## config.mk

```make
export PLATFORM = sky130hd
export DESIGN_NAME = arr_load_seq
export DESIGN_NICKNAME = d
export VERILOG_FILES = /design/src/rtl/arr_seq_pkg.sv /design/src/rtl/arr_seq_rdgen.sv /design/src/rtl/arr_load_seq.sv
export SDC_FILE = /design/constraint.sdc
export NUM_CORES = 1
export LEC_CHECK = 0
export ABC_AREA = 1
export CORE_MARGIN = 4
export CORE_UTILIZATION = 50
export CTS_BUF_LIST = sky130_fd_sc_hd__clkbuf_4 sky130_fd_sc_hd__clkbuf_8
export DETAILED_ROUTE_END_ITERATION = 7
export PLACE_DENSITY = 0.79
export SYNTH_ARGS = -nofsm -noshare
export SYNTH_HDL_FRONTEND = slang
export SYNTH_SLANG_ARGS = --single-unit
```

## constraint.sdc

```tcl
create_clock -name clk -period 1.9 [get_ports clk]
set_input_delay 0.19 -clock clk [delete_from_list [all_inputs] [get_ports clk]]
set_output_delay 0.19 -clock clk [all_outputs]
set_load 0.005 [all_outputs]
```

## src/rtl/arr_seq_pkg.sv

```systemverilog
// Shared constants for the array load sequencer: controller mode codes,
// sequencer state encoding and default stream geometry.
package arr_seq_pkg;

  localparam logic [1:0] MODE_CFG = 2'b00;
  localparam logic [1:0] MODE_ACT = 2'b01;
  localparam logic [1:0] MODE_WGT = 2'b10;
  localparam logic [1:0] MODE_RUN = 2'b11;

  typedef enum logic [2:0] {
    ST_IDLE = 3'd0,
    ST_CFG  = 3'd1,
    ST_ACT  = 3'd2,
    ST_WGT  = 3'd3,
    ST_RUN  = 3'd4,
    ST_FIN  = 3'd5
  } state_e;

  localparam int unsigned DEF_ACT_BYTES = 432;   // 3*3*3*16
  localparam int unsigned DEF_WGT_BYTES = 768;   // 3*16*16
  localparam int unsigned DEF_ACT_BASE  = 0;
  localparam int unsigned DEF_WGT_BASE  = 1024;
  localparam int unsigned DEF_AW        = 12;
  localparam int unsigned DEF_RUN_MAX   = 2048;
  localparam int unsigned CNT_W         = 10;    // byte counter, covers 768

endpackage

```

## src/rtl/arr_seq_rdgen.sv

```systemverilog
// SRAM read-address generator. A load starts a burst of len_i consecutive
// reads at base_i; mem_re/mem_addr are registered, last_o flags the cycle
// presenting the final read of the burst.
//   clk, rst     : clock, synchronous active-high reset
//   load_i       : (re)start a burst; overrides any burst in flight
//   base_i/len_i : burst start address and read count (len_i >= 1)
//   mem_re_o     : read enable, mem_addr_o : read address
//   last_o       : current read is the last of the burst
module arr_seq_rdgen
  import arr_seq_pkg::*;
#(
  parameter int unsigned AW    = DEF_AW,
  parameter int unsigned LEN_W = CNT_W
) (
  input  logic          clk,
  input  logic          rst,
  input  logic          load_i,
  input  logic [AW-1:0] base_i,
  input  logic [LEN_W-1:0] len_i,
  output logic          mem_re_o,
  output logic [AW-1:0] mem_addr_o,
  output logic          last_o
);

  logic             re_q;
  logic [AW-1:0]    addr_q;
  logic [LEN_W-1:0] rem_q;   // reads remaining after the current one

  always_ff @(posedge clk) begin
    if (rst) begin
      re_q   <= 1'b0;
      addr_q <= '0;
      rem_q  <= '0;
    end else if (load_i) begin
      re_q   <= 1'b1;
      addr_q <= base_i;
      rem_q  <= len_i - LEN_W'(1);
    end else if (re_q) begin
      if (rem_q == '0) begin
        re_q <= 1'b0;
      end else begin
        addr_q <= addr_q + AW'(1);
        rem_q  <= rem_q - LEN_W'(1);
      end
    end
  end

  assign mem_re_o   = re_q;
  assign mem_addr_o = addr_q;
  assign last_o     = re_q && (rem_q == '0);

endmodule

```

## src/rtl/arr_load_seq.sv

```systemverilog
// Byte-serial load sequencer for the 16x16 array controller: sends 4 config
// bytes, the activation and weight streams from SRAM, then holds RUN mode
// until the controller reports done or the run timer expires.
//   clk, rst               : clock, synchronous active-high reset
//   start, cfg_bytes       : sequence request and config bytes (byte0 first)
//   mem_re/mem_addr/mem_rdata : byte SRAM, data one cycle after the read
//   arr_done               : completion from the array controller
//   enable/mode/data_load/data_in : controller load/run interface
//   busy, seq_done, err_timeout : status
module arr_load_seq
  import arr_seq_pkg::*;
#(
  parameter int unsigned ACT_BYTES = DEF_ACT_BYTES,
  parameter int unsigned WGT_BYTES = DEF_WGT_BYTES,
  parameter int unsigned ACT_BASE  = DEF_ACT_BASE,
  parameter int unsigned WGT_BASE  = DEF_WGT_BASE,
  parameter int unsigned AW        = DEF_AW,
  parameter int unsigned RUN_MAX   = DEF_RUN_MAX
) (
  input  logic          clk,
  input  logic          rst,
  input  logic          start,
  input  logic [31:0]   cfg_bytes,
  output logic          mem_re,
  output logic [AW-1:0] mem_addr,
  input  logic [7:0]    mem_rdata,
  input  logic          arr_done,
  output logic          enable,
  output logic [1:0]    mode,
  output logic          data_load,
  output logic [7:0]    data_in,
  output logic          busy,
  output logic          seq_done,
  output logic          err_timeout
);

  localparam int unsigned RUN_W = $clog2(RUN_MAX);

  state_e           state_q, state_d;
  logic [CNT_W-1:0] cnt_q, cnt_d;
  logic [RUN_W-1:0] run_q, run_d;
  logic [31:0]      cfg_q, cfg_d;
  logic             err_q, err_d;
  logic [1:0]       mode_q, mode_d;
  logic             enable_q, enable_d;
  logic             load_q, load_d;
  logic             busy_q, busy_d;
  logic             done_q, done_d;

  logic             rd_load;
  logic [AW-1:0]    rd_base;
  logic [CNT_W-1:0] rd_len;
  logic             rd_last;

  arr_seq_rdgen #(
    .AW    (AW),
    .LEN_W (CNT_W)
  ) u_rdgen (
    .clk        (clk),
    .rst        (rst),
    .load_i     (rd_load),
    .base_i     (rd_base),
    .len_i      (rd_len),
    .mem_re_o   (mem_re),
    .mem_addr_o (mem_addr),
    .last_o     (rd_last)
  );

  // State and registered outputs
  always_ff @(posedge clk) begin
    if (rst) begin
      state_q  <= ST_IDLE;
      cnt_q    <= '0;
      run_q    <= '0;
      cfg_q    <= '0;
      err_q    <= 1'b0;
      mode_q   <= MODE_CFG;
      enable_q <= 1'b0;
      load_q   <= 1'b0;
      busy_q   <= 1'b0;
      done_q   <= 1'b0;
    end else begin
      state_q  <= state_d;
      cnt_q    <= cnt_d;
      run_q    <= run_d;
      cfg_q    <= cfg_d;
      err_q    <= err_d;
      mode_q   <= mode_d;
      enable_q <= enable_d;
      load_q   <= load_d;
      busy_q   <= busy_d;
      done_q   <= done_d;
    end
  end

  // Next state, read-generator control, and output values for the next cycle
  always_comb begin
    state_d  = state_q;
    cnt_d    = cnt_q;
    run_d    = run_q;
    cfg_d    = cfg_q;
    err_d    = err_q;
    rd_load  = 1'b0;
    rd_base  = AW'(ACT_BASE);
    rd_len   = CNT_W'(ACT_BYTES);
    mode_d   = MODE_CFG;
    enable_d = 1'b0;
    load_d   = 1'b0;

    case (state_q)
      ST_IDLE: begin
        if (start) begin
          state_d = ST_CFG;
          cnt_d   = '0;
          cfg_d   = cfg_bytes;
          err_d   = 1'b0;
        end
      end
      ST_CFG: begin
        // Load at cnt=2 so the first activation read is presented at cnt=3
        if (cnt_q == CNT_W'(2)) rd_load = 1'b1;
        if (cnt_q == CNT_W'(3)) begin
          state_d = ST_ACT;
          cnt_d   = '0;
        end else begin
          cnt_d = cnt_q + CNT_W'(1);
        end
      end
      ST_ACT: begin
        // Chain the weight burst directly behind the last activation read
        if (rd_last) begin
          rd_load = 1'b1;
          rd_base = AW'(WGT_BASE);
          rd_len  = CNT_W'(WGT_BYTES);
        end
        if (cnt_q == CNT_W'(ACT_BYTES - 1)) begin
          state_d = ST_WGT;
          cnt_d   = '0;
        end else begin
          cnt_d = cnt_q + CNT_W'(1);
        end
      end
      ST_WGT: begin
        if (cnt_q == CNT_W'(WGT_BYTES - 1)) begin
          state_d = ST_RUN;
          cnt_d   = '0;
          run_d   = '0;
        end else begin
          cnt_d = cnt_q + CNT_W'(1);
        end
      end
      ST_RUN: begin
        // Done takes priority over a coincident timeout
        if (arr_done) begin
          state_d = ST_FIN;
        end else if (run_q == RUN_W'(RUN_MAX - 1)) begin
          state_d = ST_FIN;
          err_d   = 1'b1;
        end else begin
          run_d = run_q + RUN_W'(1);
        end
      end
      ST_FIN:  state_d = ST_IDLE;
      default: state_d = ST_IDLE;
    endcase

    case (state_d)
      ST_CFG: begin
        enable_d = 1'b1;
        load_d   = 1'b1;
      end
      ST_ACT: begin
        mode_d   = MODE_ACT;
        enable_d = 1'b1;
        load_d   = 1'b1;
      end
      ST_WGT: begin
        mode_d   = MODE_WGT;
        enable_d = 1'b1;
        load_d   = 1'b1;
      end
      ST_RUN: begin
        mode_d   = MODE_RUN;
        enable_d = 1'b1;
      end
      default: ;
    endcase

    busy_d = (state_d != ST_IDLE);
    done_d = (state_d == ST_FIN);
  end

  // Byte lane: config register in CFG, SRAM output register while streaming
  always_comb begin
    data_in = 8'h00;
    case (state_q)
      ST_CFG:         data_in = 8'(cfg_q >> {cnt_q[1:0], 3'b000});
      ST_ACT, ST_WGT: data_in = mem_rdata;
      default:        data_in = 8'h00;
    endcase
  end

  assign mode        = mode_q;
  assign enable      = enable_q;
  assign data_load   = load_q;
  assign busy        = busy_q;
  assign seq_done    = done_q;
  assign err_timeout = err_q;

endmodule

```

==> impl_metrics.json, run 1 <==
{
  "fin_skew_ns": 0.00923,
  "p_total_uw": 3750,
  "first_pass_iters": 5,
  "dp_slack_ns": 0.0401,
  "status": "finished clean",
  "drc": 0,
  "final_hold_viol_count": 0,
  "worstReg2RegEnd": "cnt_q[9]",
  "peakVddDrop_uv": 332,
  "cp-end-kind": "register",
  "rr_worst_depth": 10,
  "grt_overflow": 0,
  "fillers": 664,
  "cts_hold_buf": 0,
  "max_freq_mhz": 529,
  "wl_per_cell_um": 14.0,
  "cp-startpoint": "cnt_q[1]",
  "synth_seq_cells": 86,
  "dp_hpwl_mm": 7.83,
  "setup_viol": 0,
  "p_per_area_nw_per_um2": 645,
  "clock-sinks": 86,
  "seq_area_frac_synth_pct": 39.8,
  "synth_xor_xnor_area_share_pct": 2.02,
  "antenna_found_initial": 0,
  "r2r_setup_slack_ns": 0.009,
  "vias": 4381,
  "ys.warnings.count": 0,
  "io_buffer_count": 71,
  "worst_setup_path_start_kind": "register",
  "dieArea_sq_um": 10200,
  "tritoncts": "yes",
  "htree_num_levels": 3,
  "cp_max_fo": 3,
  "synth_cells": 607,
  "fin_nets": 762,
  "cts_buffers": 9,
  "synth_compound_area_share_pct": 17.1,
  "synth_mux_area_share_pct": 0,
  "r2r_start": "cnt_q[1]",
  "path_clk_slew_ns": 0.09,
  "wl_mm": 11.6,
  "fin_area_sq_um": 5810,
  "antenna_cells": 0,
  "fin_crit_ns": 1.89,
  "critPathRequiredTime_ns": 2.15,
  "drt_first_iter_violations": 243,
  "clock_latency_ns": 0.35,
  "synth_fa_ha_area_share_pct": 1.45,
  "synth_top_flop_cell": "dfxtp_1",
  "synth.area.top_cells": "dfxtp_1, nor2_1, nand2_1",
  "path_class": "register to register",
  "die_w_um": 101,
  "place_area_sq_um": 5260,
  "crit_end": "cnt_q[9]",
  "total_leakage_power_uw": 0.00236,
  "layout-drive-gt1-share_pct": 19.5,
  "period_share_pct": 99.5,
  "synth.avg_cell_area_sq_um": 7.13,
  "synth_top_area_cell": "dfxtp_1",
  "fin_ws_ns": 0.00859,
  "synth_top_family_by_area": "simple AND/OR/NAND/NOR gates",
  "synth-simple-area-share_pct": 32.1,
  "async_flop_share_pct": 0,
  "syn-cell-area_sq_um": 4330,
  "grt_usage_pct": 22.0,
  "initial_utilization_pct": 52.1,
  "maxSlewViolCount": 0,
  "synth_edf_count": 0,
  "std_cell_rows": 33,
  "synthesis.nets": 656,
  "hold_path.class": "primary input to register",
  "tightest_slew_ns": 0.376,
  "grt_pass1_wl_mm": 18.4,
  "core_area_sq_um": 8300,
  "slew_headroom_pct": 74.8,
  "maxCapViolations": 0,
  "grt_pass1_vias": 4130,
  "cts_root_buf": "clkbuf_8",
  "cts_buffer_depth": 2,
  "viasPerCell": 5.32,
  "crit_arrival_ns": 2.15,
  "rsz0062_at_grt": "true",
  "drtAntennaViolNets": 0,
  "synth_top_cell_area_share_pct": 39.8,
  "gp_congestion": 0.880,
  "die_h_um": 101,
  "syn_to_final_growth_pct": 34.3,
  "io_pins": 72,
  "yosysUniqueCellTypes": 44,
  "grt_max_degree": 40
}
-- through the flow --
stage,TNS [ns],instances,hold slack (ns),utilization [%]
after floorplan,0,607,0.357,-
after global placement,0,785,0.459,63.3
after detailed placement,0,785,0.461,63.3
after CTS,-0.0342,810,0.437,67.0
after global routing,-0.313,823,0.456,70.0
final,0,823,0.445,70.0
-- synthesized netlist by cell type, types with 3 or more instances --
cell / count
xor2_1: 9
clkbuf_1: 15
a31oi_1: 4
o21ai_0: 51
a32o_1: 7
o211ai_1: 3
nand2_4: 4
a21oi_1: 49
nor3_1: 12
ha_1: 5
inv_1: 48
o21ai_1: 6
nand4_1: 6
nand3_1: 31
dfxtp_1: 86
nand2_2: 6
nand3b_1: 5
nor2_2: 8
nand2_1: 97
nor2_4: 6
nor2_1: 107
inv_2: 10
o21bai_1: 3
-- worst min-delay path by stage --
stage	from	endpoint	slack, ns	cells after the start
2_1_floorplan	cfg_bytes[0]	cfg_q[0]	0.36	2
3_3_place_gp	cfg_q[21]	cfg_q[21]	0.46	2
3_5_place_dp	cfg_q[19]	cfg_q[19]	0.46	2
4_1_cts	cfg_bytes[26]	cfg_q[26]	0.44	3
5_1_grt	cfg_bytes[4]	cfg_q[4]	0.46	3
6_report	cfg_bytes[11]	cfg_q[11]	0.44	3
-- where the power goes --
part	internal (uW)	switching, uW
combinational	248	269
clock	613	698
sequential	1880	43.7
-- what timing repair did --
item / 4_1_cts / 5_1_grt
gates resized for setup: 23 / 59
setup endpoints to repair: 8 / 35
cloned: 1 / 1
endpoints found under the hold margin: 0 / 0
pin swaps: 0 / 15
setup buffers: 8 / 12
-- state kept, by name, indices dropped and copies added, names as in the netlist --
| signal | flops |
|---|---|
| seq_done | 1 |
| enable | 1 |
| data_load | 1 |
| u_rdgen.mem_re_o | 1 |
| mode | 2 |
| u_rdgen.mem_addr_o | 12 |
| state_q | 3 |
| cnt_q | 10 |
| err_timeout | 1 |
| cfg_q | 32 |
| u_rdgen.rem_q | 10 |
| run_q | 11 |
| busy | 1 |
-- layout make-up --
type | count | area, sq um | area share [%]
Tap cell | 105 | 131 | 2.26
Clock buffer | 9 | 124 | 2.13
Clock inverter | 7 | 71.3 | 1.23
Timing Repair Buffer | 113 | 1060 | 18.3
Sequential cell | 86 | 1730 | 29.8
Multi-Input combinational cell | 441 | 2440 | 42.1
Timing Repair inverter | 1 | 7.51 | 0.129
Inverter | 61 | 240 | 4.13
-- per-layer routing --
metal	track usage, %	wire length (um)	up-vias
met5	0	0	-
met4	7.57	200	0
met3	3.67	618	22
met2	36.1	5660	138
met1	29.4	5080	2012
li1	-	-	2209
-- cells by family after synthesis --
| family | Yosys count |
|---|---|
| buffers and inverters | 81 |
| AO/OA/AOI/OAI | 132 |
| AND/OR/NAND/NOR | 293 |
| adder cells (fa/ha/maj) | 5 |
| XOR/XNOR | 10 |
| flip-flops | 86 |
-- critical path, stage by stage (launching register included) --
cell	delay [ns]
dfxtp_4	0.40
buf_6	0.12
buf_4	0.12
nand3_1	0.13
nor3_2	0.21
nand2_1	0.07
nor2_1	0.19
nand2_1	0.12
nor3_1	0.22
xnor2_1	0.16
nor2_1	0.05
-- cell usage in the layout (no fill, tap or decap), types with 12 or more instances in the layout --
cell | netlist | routed
a21oi_1 | 49 | 43
buf_4 | 0 | 30
clkdlybuf4s50_1 | 0 | 63
dfxtp_1 | 86 | 83
inv_1 | 48 | 45
nand2_1 | 97 | 94
nand3_1 | 31 | 27
nor2_1 | 107 | 98
nor2_2 | 8 | 15
nor3_1 | 12 | 12
o21ai_0 | 51 | 43
o21ai_1 | 6 | 14
No activity file was read; power rests on OpenSTA's default activity.
==> run 2, diff against run 1 <==
CAP_MARGIN = 20   (was unset)
GPL_TIMING_DRIVEN = 0   (was unset)
==> impl_metrics.json, run 2 (synthesis gave the netlist of run 1 again) <==
{
  "status": "finished with violations",
  "violations": "setup timing",
  "maxSlewViolCount": 0,
  "cts_buffers": 9,
  "path_class": "register to register",
  "rr_worst_depth": 15,
  "cp_max_fo": 7,
  "layout-drive-gt1-share_pct": 20.4,
  "std_cell_rows": 33,
  "core_area_sq_um": 8300,
  "setup_viol": 1,
  "worst_setup_path_start_kind": "register",
  "tightest_slew_ns": 0.605,
  "grt_max_degree": 14,
  "grt_usage_pct": 23.1,
  "fin_ws_ns": -0.00578,
  "dp_hpwl_mm": 8.05,
  "first_pass_iters": 5,
  "hold_path.class": "primary input to register",
  "cp_cell_sequence": "buf_6 -> inv_4 -> buf_8 -> ha_4 -> nand2_4 -> nor2_4 -> nand2_4 -> buf_8 -> o211ai_1 -> buf_4 -> nand2_4 -> nor2_4 -> nand3_2 -> nand2_1 -> nor2_1",
  "fin_nets": 759,
  "largest_reg_flops": 32,
  "antenna_cells": 0,
  "crit_arrival_ns": 2.16,
  "fin_crit_ns": 1.91,
  "hold_depth": 2,
  "io_pins": 72,
  "rsz0062_at_grt": "true",
  "clock_latency_ns": 0.37,
  "maxCapViolations": 0,
  "grt_pass1_vias": 4222,
  "clock-sinks": 86,
  "hold_ws_ns": 0.209,
  "fin_area_sq_um": 5890,
  "grt_overflow": 0,
  "largest_register": "cfg_q",
  "dieArea_sq_um": 10200,
  "max_freq_mhz": 525,
  "final_hold_viol_count": 0,
  "utilization_pct": 70.9,
  "drt_first_iter_violations": 278,
  "vias": 4520,
  "initial_utilization_pct": 52.1,
  "drtAntennaViolNets": 0,
  "path_clk_slew_ns": 0.09,
  "wl_mm": 12.1,
  "cpMaxStageDelayCell": "dfxtp_2",
  "slew_headroom_pct": 59.7,
  "grt_pass1_wl_mm": 19.1,
  "period_share_pct": 100,
  "htree_num_levels": 3,
  "viasPerCell": 5.52,
  "critPathRequiredTime_ns": 2.16,
  "die_w_um": 101,
  "place_area_sq_um": 5170,
  "final_cell_mix": "nor2_1, nand2_1, dfxtp_1, clkdlybuf4s50_1, a21oi_1",
  "fillers": 636,
  "total_leakage_power_uw": 0.00238,
  "cts_buffer_depth": 2,
  "cts_root_buf": "clkbuf_8",
  "final_common_cell": "nor2_1",
  "io_buffer_count": 70,
  "cts_hold_buf": 0,
  "cp-end-kind": "register",
  "slowest_delay_ns": 0.34,
  "p_per_area_nw_per_um2": 671,
  "fin_skew_ns": 0.0147,
  "peakVddDrop_uv": 435,
  "p_total_uw": 3950,
  "drc": 0,
  "wl_per_cell_um": 14.8,
  "antenna_found_initial": 0,
  "gp_congestion": 0.918,
  "worst_path_most_repeated_cell": "nand2_4",
  "syn_to_final_growth_pct": 36.0,
  "die_h_um": 101,
  "tritoncts": "yes"
}
## run 2: changes by cell type in the layout (fill, tap and decap cells not counted), sizes merged
cell / change
bufinv: +1
inv: -1
clkbuf: +16
clkdlybuf4s15: -1
buf: -13
clkinvlp: -1
dlygate4sd2: -2
clkinv: -4
dlymetal6s2s: +2
clkdlybuf4s50: -1
## run 2: what timing repair did
| action | in CTS | in global routing |
|---|---|---|
| pin swaps | 9 | 21 |
| cloned | 0 | 2 |
| setup buffers | 10 | 10 |
| gates resized for setup | 73 | 58 |
| setup endpoints to repair | 48 | 52 |
## run 2: worst paths after layout
path / startpoint / endpoint / slack, ns
setup / recovery: cnt_q[0] / u_rdgen.rem_q[8] / -0.006
hold / removal: rst / run_q[10] / 0.21
setup reg to reg: cnt_q[0] / u_rdgen.rem_q[8] / -0.006
hold reg to reg: cfg_q[16] / cfg_q[16] / 0.48
## run 2: per-layer routing
| metal | GRT usage [%] | vias to the layer above | wire length, um |
|---|---|---|---|
| met5 | 0 | - | 0 |
| met4 | 7.77 | 0 | 279 |
| met3 | 3.88 | 29 | 749 |
| met2 | 39.6 | 171 | 5930 |
| met1 | 29.3 | 2110 | 5190 |
| li1 | - | 2210 | - |
## run 2: layout make-up
class	instances	area, sq um	share of cell area [%]
Clock buffer	12	159	2.70
Timing Repair Buffer	91	868	14.8
Tap cell	105	131	2.23
Sequential cell	86	1730	29.4
Multi-Input combinational cell	441	2520	42.9
Buffer	20	159	2.70
Inverter	61	246	4.19
Clock inverter	3	67.6	1.15
## run 2: metrics by stage
step | worst slack, ns | std cells | setup TNS [ns]
final | -0.00578 | 819 | -0.00578
after global placement | -0.221 | 782 | -2.13
after CTS | -0.175 | 807 | -0.610
after floorplan | 0.00492 | 607 | 0
after global routing | -0.116 | 819 | -0.983
after detailed placement | -0.243 | 782 | -2.80
## run 2: power by group
group	switching, uW	total, uW	leakage, uW	internal, uW
Clock	658	1480	0.000112	820
Combinational	294	558	0.00156	265
Sequential	39.3	1910	0.000704	1880
Total	991	3950	0.00238	2960
## run 2: worst max-delay path, delay by kind of cell (launching register included)
kind,cells,cell delay [ns]
buffers and inverters,5,0.61
AOI/OAI and AO/OA,1,0.11
and+or+nand+nor,8,0.56
adders and majority gates,1,0.14
DFF,1,0.34
